**src/rtl/jtframe_dwnld_sdram.sv**
```systemverilog
// Turns the ioctl byte stream of a ROM download into 16-bit masked SDRAM
// write requests, buffered by a 4-entry FIFO. Define JTFRAME_DWNLD_PROM_EN to
// send bytes at or above PROM_START to a PROM write pulse instead of SDRAM.
module jtframe_dwnld_sdram #(
  parameter logic [24:0] BA1_START  = 25'h10_0000,
  parameter logic [24:0] BA2_START  = 25'h20_0000,
  parameter logic [24:0] BA3_START  = 25'h30_0000,
  parameter logic [24:0] PROM_START = 25'h1F0_0000
) (
  input  logic        clk,
  input  logic        rst_n,
  input  logic        downloading,
  input  logic [24:0] ioctl_addr,
  input  logic [7:0]  ioctl_data,
  input  logic        ioctl_rom_wr,
  output logic [21:0] prog_addr,
  output logic [15:0] prog_data,
  output logic [1:0]  prog_mask,
  output logic [1:0]  prog_ba,
  output logic        prog_we,
  input  logic        prog_rdy,
  output logic        prom_we,
  output logic        dwnld_busy,
  output logic        overflow
);

  typedef struct packed {
    logic [1:0]  ba;
    logic [22:0] offset;
    logic [7:0]  data;
    logic        a0;
    logic        prom;
  } entry_t;

  typedef enum logic [1:0] {
    ST_IDLE  = 2'd0,
    ST_WRITE = 2'd1,
    ST_GAP   = 2'd2
  } state_t;

  localparam int unsigned DEPTH = 4;

  state_t      state_d, state_q;
  entry_t      mem_d [DEPTH];
  entry_t      mem_q [DEPTH];
  logic [1:0]  wr_ptr_d, wr_ptr_q;
  logic [1:0]  rd_ptr_d, rd_ptr_q;
  logic [2:0]  count_d, count_q;
  logic        overflow_d, overflow_q;
  logic [21:0] prog_addr_d, prog_addr_q;
  logic [15:0] prog_data_d, prog_data_q;
  logic [1:0]  prog_mask_d, prog_mask_q;
  logic [1:0]  prog_ba_d, prog_ba_q;
  logic        prog_we_d, prog_we_q;
`ifdef JTFRAME_DWNLD_PROM_EN
  logic        prom_we_d, prom_we_q;
`endif

  entry_t      new_entry;
  entry_t      head;
  logic [24:0] sel_start;
  logic [24:0] offset_full;
  logic        push_req, push, pop, full, empty;
  logic        unused_bits;

  assign full     = (count_q == 3'(DEPTH));
  assign empty    = (count_q == 3'd0);
  assign head     = mem_q[rd_ptr_q];
  assign push_req = downloading & ioctl_rom_wr;
  // A full FIFO still accepts a byte when the head leaves in the same cycle.
  assign push     = push_req & (~full | pop);

  // Address decode: highest region start not above the byte address wins.
  always_comb begin
    // NOTE: every signal written here gets a default first, so no path leaves it unassigned and no latch is inferred.
    new_entry = '0;
    sel_start = '0;
    if (ioctl_addr >= BA3_START) begin
      new_entry.ba = 2'd3;
      sel_start    = BA3_START;
    end else if (ioctl_addr >= BA2_START) begin
      new_entry.ba = 2'd2;
      sel_start    = BA2_START;
    end else if (ioctl_addr >= BA1_START) begin
      new_entry.ba = 2'd1;
      sel_start    = BA1_START;
    end
`ifdef JTFRAME_DWNLD_PROM_EN
    if (ioctl_addr >= PROM_START) begin
      new_entry.prom = 1'b1;
      sel_start      = PROM_START;
    end
`endif
    offset_full      = ioctl_addr - sel_start;
    new_entry.offset = offset_full[22:0];
    new_entry.data   = ioctl_data;
    new_entry.a0     = ioctl_addr[0];
  end

  // Sequencer: latches the head entry into the request registers and
  // retires it when the SDRAM controller acknowledges.
  always_comb begin
    state_d     = state_q;
    prog_addr_d = prog_addr_q;
    prog_data_d = prog_data_q;
    prog_mask_d = prog_mask_q;
    prog_ba_d   = prog_ba_q;
    prog_we_d   = prog_we_q;
    pop         = 1'b0;
`ifdef JTFRAME_DWNLD_PROM_EN
    prom_we_d   = 1'b0;
`endif
    case (state_q)
      ST_IDLE: begin
        if (!empty) begin
`ifdef JTFRAME_DWNLD_PROM_EN
          if (head.prom) begin
            pop         = 1'b1;
            prom_we_d   = 1'b1;
            prog_addr_d = head.offset[21:0];
            prog_data_d = {8'h00, head.data};
          end else begin
            state_d     = ST_WRITE;
            prog_we_d   = 1'b1;
            prog_addr_d = head.offset[22:1];
            prog_data_d = {head.data, head.data};
            prog_mask_d = head.a0 ? 2'b01 : 2'b10;
            prog_ba_d   = head.ba;
          end
`else
          state_d     = ST_WRITE;
          prog_we_d   = 1'b1;
          prog_addr_d = head.offset[22:1];
          prog_data_d = {head.data, head.data};
          prog_mask_d = head.a0 ? 2'b01 : 2'b10;
          prog_ba_d   = head.ba;
`endif
        end
      end
      ST_WRITE: begin
        if (prog_rdy) begin
          pop       = 1'b1;
          prog_we_d = 1'b0;
          state_d   = ST_GAP;
        end
      end
      ST_GAP: begin
        // Guarantees prog_we is low for at least one cycle between requests.
        state_d = ST_IDLE;
      end
      default: begin
        state_d   = ST_IDLE;
        prog_we_d = 1'b0;
      end
    endcase
  end

  // FIFO bookkeeping.
  always_comb begin
    mem_d      = mem_q;
    wr_ptr_d   = wr_ptr_q;
    rd_ptr_d   = rd_ptr_q;
    count_d    = count_q;
    overflow_d = overflow_q | (push_req & ~push);
    if (push) begin
      mem_d[wr_ptr_q] = new_entry;
      wr_ptr_d        = wr_ptr_q + 2'd1;
    end
    if (pop) begin
      rd_ptr_d = rd_ptr_q + 2'd1;
    end
    count_d = count_q + 3'(push) - 3'(pop);
  end

  always_ff @(posedge clk) begin
    // NOTE: sequential state uses non-blocking assignments only, so every flop samples pre-edge values.
    if (!rst_n) begin
      state_q     <= ST_IDLE;
      wr_ptr_q    <= '0;
      rd_ptr_q    <= '0;
      count_q     <= '0;
      overflow_q  <= 1'b0;
      prog_addr_q <= '0;
      prog_data_q <= '0;
      prog_mask_q <= '0;
      prog_ba_q   <= '0;
      prog_we_q   <= 1'b0;
`ifdef JTFRAME_DWNLD_PROM_EN
      prom_we_q   <= 1'b0;
`endif
    end else begin
      state_q     <= state_d;
      wr_ptr_q    <= wr_ptr_d;
      rd_ptr_q    <= rd_ptr_d;
      count_q     <= count_d;
      overflow_q  <= overflow_d;
      prog_addr_q <= prog_addr_d;
      prog_data_q <= prog_data_d;
      prog_mask_q <= prog_mask_d;
      prog_ba_q   <= prog_ba_d;
      prog_we_q   <= prog_we_d;
`ifdef JTFRAME_DWNLD_PROM_EN
      prom_we_q   <= prom_we_d;
`endif
    end
  end

  // NOTE: FIFO storage has no reset; entries are only read once the reset count says they were written.
  always_ff @(posedge clk) begin
    mem_q <= mem_d;
  end

  assign prog_addr  = prog_addr_q;
  assign prog_data  = prog_data_q;
  assign prog_mask  = prog_mask_q;
  assign prog_ba    = prog_ba_q;
  assign prog_we    = prog_we_q;
  assign overflow   = overflow_q;
  assign dwnld_busy = downloading | ~empty | (state_q != ST_IDLE);
`ifdef JTFRAME_DWNLD_PROM_EN
  assign prom_we    = prom_we_q;
`else
  assign prom_we    = 1'b0;
`endif

  assign unused_bits = ^{offset_full[24:23], head.offset[0], head.prom, PROM_START[0]};

endmodule

```
**config.mk**
```make
export PLATFORM = sky130hd
export DESIGN_NAME = jtframe_dwnld_sdram
export DESIGN_NICKNAME = d
export VERILOG_FILES = /design/src/rtl/jtframe_dwnld_sdram.sv
export SDC_FILE = /design/constraint.sdc
export NUM_CORES = 1
export LEC_CHECK = 0
export ABC_AREA = 1
export ABC_CLOCK_PERIOD_IN_PS = 2750
export CAP_MARGIN = 40
export CORE_ASPECT_RATIO = 1.25
export CORE_MARGIN = 1
export CORE_UTILIZATION = 50
export CTS_BUF_LIST = sky130_fd_sc_hd__clkbuf_16
export DETAILED_ROUTE_END_ITERATION = 10
export PLACE_DENSITY = 0.76
export SLEW_MARGIN = 20
export SYNTH_ARGS = -nofsm -noshare
export SYNTH_HDL_FRONTEND = slang
export SYNTH_SLANG_ARGS = --single-unit
```
**constraint.sdc**
```tcl
create_clock -name clk -period 2.75 [get_ports clk]
set_input_delay 0.55 -clock clk [delete_from_list [all_inputs] [get_ports clk]]
set_output_delay 0.55 -clock clk [all_outputs]
set_load 0.02 [all_outputs]
```
# [Word-level counts from Yosys, hierarchy flattened]
# Cells that the tools add are included.
# Widths: inputs -> output; s select.
[word_totals] regBits=193 latch_bits=0 ramBits=0 romBits=0 inputBits=38 out_inout_bits=46 elab_cells=87 mem_count=0
[classes] addsub=5 multipliers=0 div=0 n_lt_le_gt_ge=6 eq_ne=5 shift=0 muxes=21 bitwise=13 reduce_logical=7
[op_table] op="$bwmux 140" n=1
[op_table] op="$mux 35" n=3
[op_table] op="$bmux 35 s2" n=1
[op_table] op="$demux 35 s2" n=1
[op_table] op="$ge 25x22->1 const B" n=2
[op_table] op="$mux 22" n=2
[op_table] op="$ge 25x21->1 const B" n=1
[op_table] op="$sub 23x23->23" n=1
[op_table] op="$mux 21" n=1
[op_table] op="$mux 2" n=5
[op_table] op="$ge 3x3->1 const B" n=2
[op_table] op="$not 2->3" n=2
[op_table] op="$mux 1" n=5
[op_table] op="$add 2x1->2 const B" n=2
[op_table] op="$ne 2x2->1 const B" n=2
[op_table] op="$not 1->1" n=4
[op_table] op="$or 1x1->1" n=4
[op_table] op="$pmux 2 s2" n=1
[op_table] op="$reduce_and 2->1" n=2
[op_table] op="$add 3x1->3" n=1
[op_table] op="$and 1x1->1" n=3
[op_table] op="$eq 3x3->1 const B" n=1
[op_table] op="$logic_not 3->1" n=1
[op_table] op="$lt 3x1->1 const B" n=1
[op_table] op="8 further kinds" n=8

# [Longest topological paths before layout]
# Gate-level depths: netlist of run 1.
[depth] depth_word=7 mapped_depth=11 depth_no_buf=11

# [Worst setup path after synthesis of run 1]
# No wires, ideal clock.
[synth_path] path_type="in2reg" from="input prog_rdy" to="register mem_q[100] (netlist bit), enable pin" setup_ns=0.423 arrival_time_ns=2.428 t_required_ns=2.327 path_slack_ns=-0.101 cell_stages=4 path_buffers=0 cell_sequence="nand3_1 > nand3_1 > nand2_1 > nor2_1"
[synth_between] elab_chain_cells=4
[synth_lines] item="start, declared" line_no="21" source="input logic prog_rdy,"
[synth_lines] item="$mux 1" line_no="141" source="if (prog_rdy) begin"
[synth_lines] item="$mux 1" line_no="113" source="case (state_q)"
[synth_lines] item="$or 1x1->1" line_no="71" source="assign push = push_req & (~full | pop);"
[synth_lines] item="$and 1x1->1" line_no="71"
[synth_lines] item="end signal, assigned" line_no="210" source="mem_q <= mem_d;"
[synth_lines] item="end, declared" line_no="45" source="entry_t mem_q [DEPTH];"
# No other way between the ends.
# A chain may end at the register's enable or synchronous reset.

# [Final worst setup path of run 1]
[layout_path] from="input downloading" to="output dwnld_busy"
[layout_between] elab_chain_cells=2
[layout_lines] item="start, declared" line_no="12" source="input logic downloading,"
[layout_lines] item="$or 1x1->1 (2 in a row)" line_no="219" source="assign dwnld_busy = downloading | ~empty | (state_q != ST_IDLE);"
[layout_lines] item="end, declared" line_no="23" source="output logic dwnld_busy,"
# No other way between the ends.

==> reports/metrics.csv, run 1 <==
stage,metric,value,unit
global_route,grt_use_total,21.3,%
yosys,avgSynthCellArea,10.2,um2
timing,rsz0062_at_grt,false,
finish,fin_area,8770,um2
finish,regArea,4870,um2
routing,wl_per_cell,15.1,um
finish,drive_gt1_share,7.18,%
routing,wl,14.6,mm
yosys,netlist_area,7180,um2
yosys,synth_warnings,0,
worst_setup_path,criticalPathCategory,input pin to output port,
floorplanning,row_count,48,
placement,routabilityCongestion,0.795,
timing,slew_headroom,52.9,%
placement,place_area,8130,um2
timing,min_period_over_period,83.7,%
routing,drt_first_pass_iters,5,
timing,finalClockSkew,0.00607,ns
yosys,synth-seq-cells,177,
cts,worstSkewPairLatency,0.43,ns
global_route,grt_overflow,0,
global_route,grt_pass1_wl,23.6,mm
floorplanning,io_pins,84,
timing,final-setup-viol-count,0,
power,p_per_area,939,nW/um2
timing,setup_tns,0,ns
routing,highest_layer,met4,
worst_setup_path,r2r_slack,0.71,ns
cts,cts_resized,0,
finish,area_growth,22.2,%
timing,hold_slack,0.467,ns
yosys,synthCells,705,
cts,cts_tree,yes,
placement,port_buffers,82,
finish,utilization,63.0,%
cts,clock_sinks,177,
floorplanning,core_area,13900,um2
floorplanning,initial_core_util,51.5,%
cts,cts_hold_buf,0,
finish,nets,828,
routing,dr_total_vias,4835,
placement,dp_hpwl,9.03,mm
cts,clockBufferDepth,2,
routing,postRouteAntennaNets,0,
min_path,hp-class,register to register,
outcome,status,finished clean,
cts,cts_setup_buffers,0,
routing,drc,0,
routing,wl_met2,7.78,mm
cts,htree_levels,4,
floorplanning,die_h,136,um
worst_setup_path,critPathMaxFanout,2,
routing,wl_met1,5.88,mm
power,power,8.24,mW
timing,slew_violations,0,
yosys,syn_nets,752,
floorplanning,die-area,14800,um2
finish,diodes,0,
power,vdd_drop_max,0.457,mV
timing,finalHoldViolations,0,
routing,via_per_inst,4.99,
timing,period_minus_slack,2.30,ns
floorplanning,die_w,109,um
worst_setup_path,crit_required,2.20,ns
finish,nFillCells,1108,
cts,path_clk_slew,0.06,ns
finish,multiInputGateArea,1830,um2
yosys,yosysSeqAreaShare,67.8,%
power,leakage,3.44,nW
cts,cts-root-buf,clkbuf_16,
global_route,grt_pass1_vias,4867,
global_route,antenna_found_initial,0,
global_route,grt_max_degree,67,
flow_run,drv_cap,0,
timing,tightest_slew,0.705,ns
yosys,synth.distinct_cells,22,
worst_setup_path,cp-start-kind,input pin,
worst_setup_path,crit_arrival,1.75,ns
timing,fmax,434,MHz
routing,first_iter_violations,342,
cts,cts_buffers,17,
worst_setup_path,crit_path_end_kind,output port,
routing,wl_met3,664,um
## Yosys cell counts
cell type	instances	area share, %
nor2_1	207	11
edfxtp_1	132	55
nand2_1	115	6.0
inv_1	65	3.4
dfxtp_1	45	13
o21ai_1	45	3.1
o21ai_0	22	1.5
buf_2	12	0.84
buf_4	11	1.2
clkbuf_1	11	0.58
a21oi_1	8	0.56
buf_6	7	1.1
ha_1	7	1.2
nand3_1	7	0.49
fa_1	2	0.56
inv_2	2	0.10
xor2_1	2	0.24
conb_1	1	0.052
nand3_2	1	0.14
nand4_1	1	0.087
nor2_2	1	0.087
xnor2_1	1	0.12
## routing by layer
layer	global-route usage, %	up-vias
li1	-	2398
met1	24.4	2272
met2	38.5	136
met3	3.74	29
met4	9.26	0
met5	0	-
## worst max-delay path, stage by stage
cell             delay, ns
clkdlybuf4s50_1       0.49
nor2_1                0.06
nand2_1               0.06
clkdlybuf4s50_1       0.59
## per-stage QoR
step	std cells	setup slack, ns
floorplan	705	-0.101
global placement	937	0.173
detailed placement	937	0.0737
CTS	969	0.457
global route	969	0.366
finish	969	0.448
## layout by cell type, fill, tap and decap left out, types with 2 or more instances in the layout
| master | n |
|---|---|
| ha_1 | 7 |
| bufinv_16 | 4 |
| inv_8 | 2 |
| inv_1 | 65 |
| a21oi_1 | 8 |
| inv_2 | 2 |
| xor2_1 | 2 |
| clkinvlp_4 | 2 |
| inv_6 | 4 |
| nor2_4 | 4 |
| clkbuf_16 | 17 |
| clkdlybuf4s50_1 | 81 |
| nand3_1 | 7 |
| buf_4 | 14 |
| o21ai_1 | 45 |
| fa_1 | 2 |
| edfxtp_1 | 132 |
| nand2_1 | 115 |
| o21ai_0 | 22 |
| nor2_1 | 203 |
| dfxtp_1 | 44 |
| buf_12 | 2 |
## where the power goes
group,internal (mW),switching (mW)
clock,1.55,1.06
sequential,3.18,0.144
combinational,0.888,1.42
## kinds of logic after synthesis
kind of cell	count (synthesis)	synth area share, %
xor+xnor	3	0.366
simple gates	332	17.6
flops	177	67.8
other cells	1	0.0522
compound gates	75	5.23
fa+ha+maj	9	1.78
buf+inv	108	7.16
## flip-flops by register name (all words and copies together), names as in the netlist
| signal | flops |
|---|---|
| prog_data | 8 |
| state_q | 2 |
| prog_we | 1 |
| prog_addr | 22 |
| mem_q | 132 |
| prog_mask | 2 |
| wr_ptr_q | 2 |
| count_q | 3 |
| overflow | 1 |
| prog_ba | 2 |
| rd_ptr_q | 2 |
## area by class of cell
class / count / area share, %
Tap cell: 175 / 2.50
Timing Repair Buffer: 98 / 11.0
Multi-Input combinational cell: 420 / 20.8
Clock inverter: 15 / 2.52
Clock buffer: 17 / 4.85
Inverter: 67 / 2.87
Sequential cell: 177 / 55.5
## path summary, 6_finish.rpt
check | from | endpoint | cells past startpoint
setup / recovery | downloading | dwnld_busy | 4
hold reg to reg | overflow | overflow | 2
setup reg to reg | state_q[1] | count_q[2] | 11
hold / removal | overflow | overflow | 2
(Power assumes the default switching activity.)
==> run 2, diff against run 1 <==
--- a/config.mk
+++ b/config.mk
@@ -6,14 +6,14 @@
 export NUM_CORES = 1
 export LEC_CHECK = 0
 export ABC_AREA = 1
-export ABC_CLOCK_PERIOD_IN_PS = 2750
+export ABC_CLOCK_PERIOD_IN_PS = 2250
 export CAP_MARGIN = 40
 export CORE_ASPECT_RATIO = 1.25
 export CORE_MARGIN = 1
-export CORE_UTILIZATION = 50
+export CORE_UTILIZATION = 56
 export CTS_BUF_LIST = sky130_fd_sc_hd__clkbuf_16
 export DETAILED_ROUTE_END_ITERATION = 10
-export PLACE_DENSITY = 0.76
+export PLACE_DENSITY = 0.81
 export SLEW_MARGIN = 20
 export SYNTH_ARGS = -nofsm -noshare
 export SYNTH_HDL_FRONTEND = slang
==> constraint.sdc (replaced) <==
create_clock -name clk -period 2.25 [get_ports clk]
set_input_delay 0.45 -clock clk [delete_from_list [all_inputs] [get_ports clk]]
set_output_delay 0.45 -clock clk [all_outputs]
set_load 0.02 [all_outputs]
==> reports/metrics.csv, run 2 (same netlist as run 1, synthesis figures left out) <==
stage,metric,value,unit
placement,routabilityCongestion,0.778,
routing,postRouteAntennaNets,0,
global_route,grt_pass1_vias,5029,
finish,largest_register_ff_count,132,
timing,finalHoldViolations,0,
routing,first_iter_violations,270,
floorplanning,die-area,13300,um2
worst_setup_path,criticalPathCategory,input pin to register,
timing,finalClockSkew,0.00950,ns
finish,final_cell_mix,"203 x nor2_1, 132 x edfxtp_1, 115 x nand2_1, 80 x clkdlybuf4s50_1, 70 x inv_1",
finish,drive_gt1_share,6.88,%
routing,drt_first_pass_iters,7,
cts,clockBufferDepth,2,
power,leakage,3.46,nW
worst_setup_path,r2r_end,count_q[2],
worst_setup_path,path_cells,"clkdlybuf4s50_1, nand3_1, nand3_1, nand2_1, ha_1, inv_1, ha_1, fa_1, inv_1, o21ai_0, a21oi_1",
timing,rsz0062_at_grt,false,
placement,port_buffers,82,
global_route,grt_max_degree,67,
cts,cts_buffers,17,
worst_setup_path,cp_top_family,adder cells,
floorplanning,initial_core_util,58.2,%
routing,wl_per_cell,15.2,um
timing,min_period_over_period,93.3,%
floorplanning,core_area,12300,um2
cts,cts_setup_buffers,0,
routing,drc,0,
cts,clock_sinks,177,
finish,nets,833,
floorplanning,die_w,103,um
finish,area_growth,21.6,%
finish,fin_cells,963,
min_path,whs_path_depth,2,
power,vdd_drop_max,0.569,mV
finish,mostFrequentLayoutCell,nor2_1,
timing,slew_violations,0,
worst_setup_path,crit_required,2.60,ns
routing,wl,14.6,mm
outcome,status,finished clean,
worst_setup_path,cp-start-kind,input pin,
placement,dp_hpwl,9.25,mm
global_route,grt_use_total,23.8,%
power,power,9.64,mW
routing,wl_met2,7.72,mm
timing,fin_ws,0.151,ns
worst_setup_path,r2r_slack,0.26,ns
min_path,hp-class,register to register,
timing,slew_headroom,52.6,%
timing,tightest_slew,0.711,ns
cts,cts_tree,yes,
floorplanning,io_pins,84,
placement,post-place-ws,-0.277,ns
placement,placed_cells,931,
routing,wl_met1,5.81,mm
routing,wl_met3,699,um
worst_setup_path,crit_arrival,2.45,ns
floorplanning,row_count,45,
worst_setup_path,crit_path_end_kind,register,
routing,dr_total_vias,4956,
cts,worstSkewPairLatency,0.42,ns
worst_setup_path,critPathMaxFanout,2,
cts,cts-root-buf,clkbuf_16,
global_route,grt_pass1_wl,23.4,mm
cts,path_clk_slew,0.06,ns
min_path,min-delay-start,overflow,
timing,period_minus_slack,2.10,ns
power,p_per_area,1100,nW/um2
worst_setup_path,cpMaxStageDelayCell,clkdlybuf4s50_1,
routing,highest_layer,met4,
worst_setup_path,critPathMaxStageDelay,0.48,ns
routing,via_per_inst,5.15,
timing,fmax,476,MHz
floorplanning,die_h,129,um
global_route,antenna_found_initial,0,
finish,diodes,0,
worst_setup_path,r2r_cells,11,
cts,htree_levels,4,
global_route,grt_overflow,0,
worst_setup_path,critPathBufInv,3,
finish,largest-register,mem_q,
flow_run,drv_cap,0,
worst_setup_path,r2r-start,state_q[1],
worst_setup_path,critPathLaunch,prog_rdy,
timing,final-setup-viol-count,0,
min_path,worst_hold_path.endpoint,overflow,
-- run 2: worst min-delay path: cells and delay by family (launching register included) --
| kind | cells | cell delay [ns] |
|---|---|---|
| flip-flops | 1 | 0.31 |
| buffers and inverters | 1 | 0.05 |
| AO/OA/AOI/OAI | 1 | 0.05 |
-- run 2: power breakdown --
| part | switching [mW] | total (mW) | leakage [nW] | internal [mW] |
|---|---|---|---|---|
| registers | 0.175 | 4.06 | 1.56 | 3.88 |
| clock network | 1.12 | 2.71 | 0.289 | 1.59 |
| logic | 1.77 | 2.87 | 1.61 | 1.10 |
| total | 3.06 | 9.64 | 3.46 | 6.58 |
-- run 2: worst max-delay path by stage --
stage / end / slack, ns / cells past startpoint
after detailed placement: count_q[2] / -0.28 / 11
after global placement: count_q[2] / -0.13 / 11
final: count_q[2] / 0.15 / 11
after floorplan: mem_q[100] / -0.50 / 4
after global routing: count_q[2] / 0.04 / 11
after CTS: dwnld_busy / 0.08 / 5
-- run 2: what timing repair did --
item | CTS | global route
hold buffers | 0 | 0
gates resized for setup | 0 | 1
endpoints found under the setup margin | 0 | 1
hold endpoints to repair | 0 | 0
-- run 2: area by class of cell --
type	instances	area (um2)
clock buffers	17	425
clock inverters	15	115
fillers	840	3600
inverters	67	251
multi-input cells	420	1830
flip-flops and latches	177	4870
well taps	164	205
repair buffers	103	1040
-- run 2: stage by stage --
step                      utilization [%]  hold WS (ns)  setup TNS [ns]  cell area, um2
final                                70.8         0.451               0            8730
after global routing                 70.8         0.478               0            8730
after CTS                            70.8         0.454               0            8730
after global placement               66.4         0.441          -0.218            8190
after floorplan                         -         0.457          -66.09            7180
after detailed placement             66.4         0.444          -0.490            8190
-- run 2: routing by layer --
layer  up-vias  GRT usage (%)
met3        35           5.59
li1       2413              -
met4         0           11.9
met1      2354           26.8
met2       154           41.6
met5         -              0
==> run 3, diff against run 2 <==
--- a/config.mk
+++ b/config.mk
@@ -7,14 +7,13 @@
 export LEC_CHECK = 0
 export ABC_AREA = 1
 export ABC_CLOCK_PERIOD_IN_PS = 2250
-export CAP_MARGIN = 40
 export CORE_ASPECT_RATIO = 1.25
 export CORE_MARGIN = 1
 export CORE_UTILIZATION = 56
 export CTS_BUF_LIST = sky130_fd_sc_hd__clkbuf_16
 export DETAILED_ROUTE_END_ITERATION = 10
 export PLACE_DENSITY = 0.81
-export SLEW_MARGIN = 20
+export SLEW_MARGIN = 0
 export SYNTH_ARGS = -nofsm -noshare
 export SYNTH_HDL_FRONTEND = slang
 export SYNTH_SLANG_ARGS = --single-unit
==> results of run 3 <==
No change in the layout: final DEF, timing and power equal those of run 2.
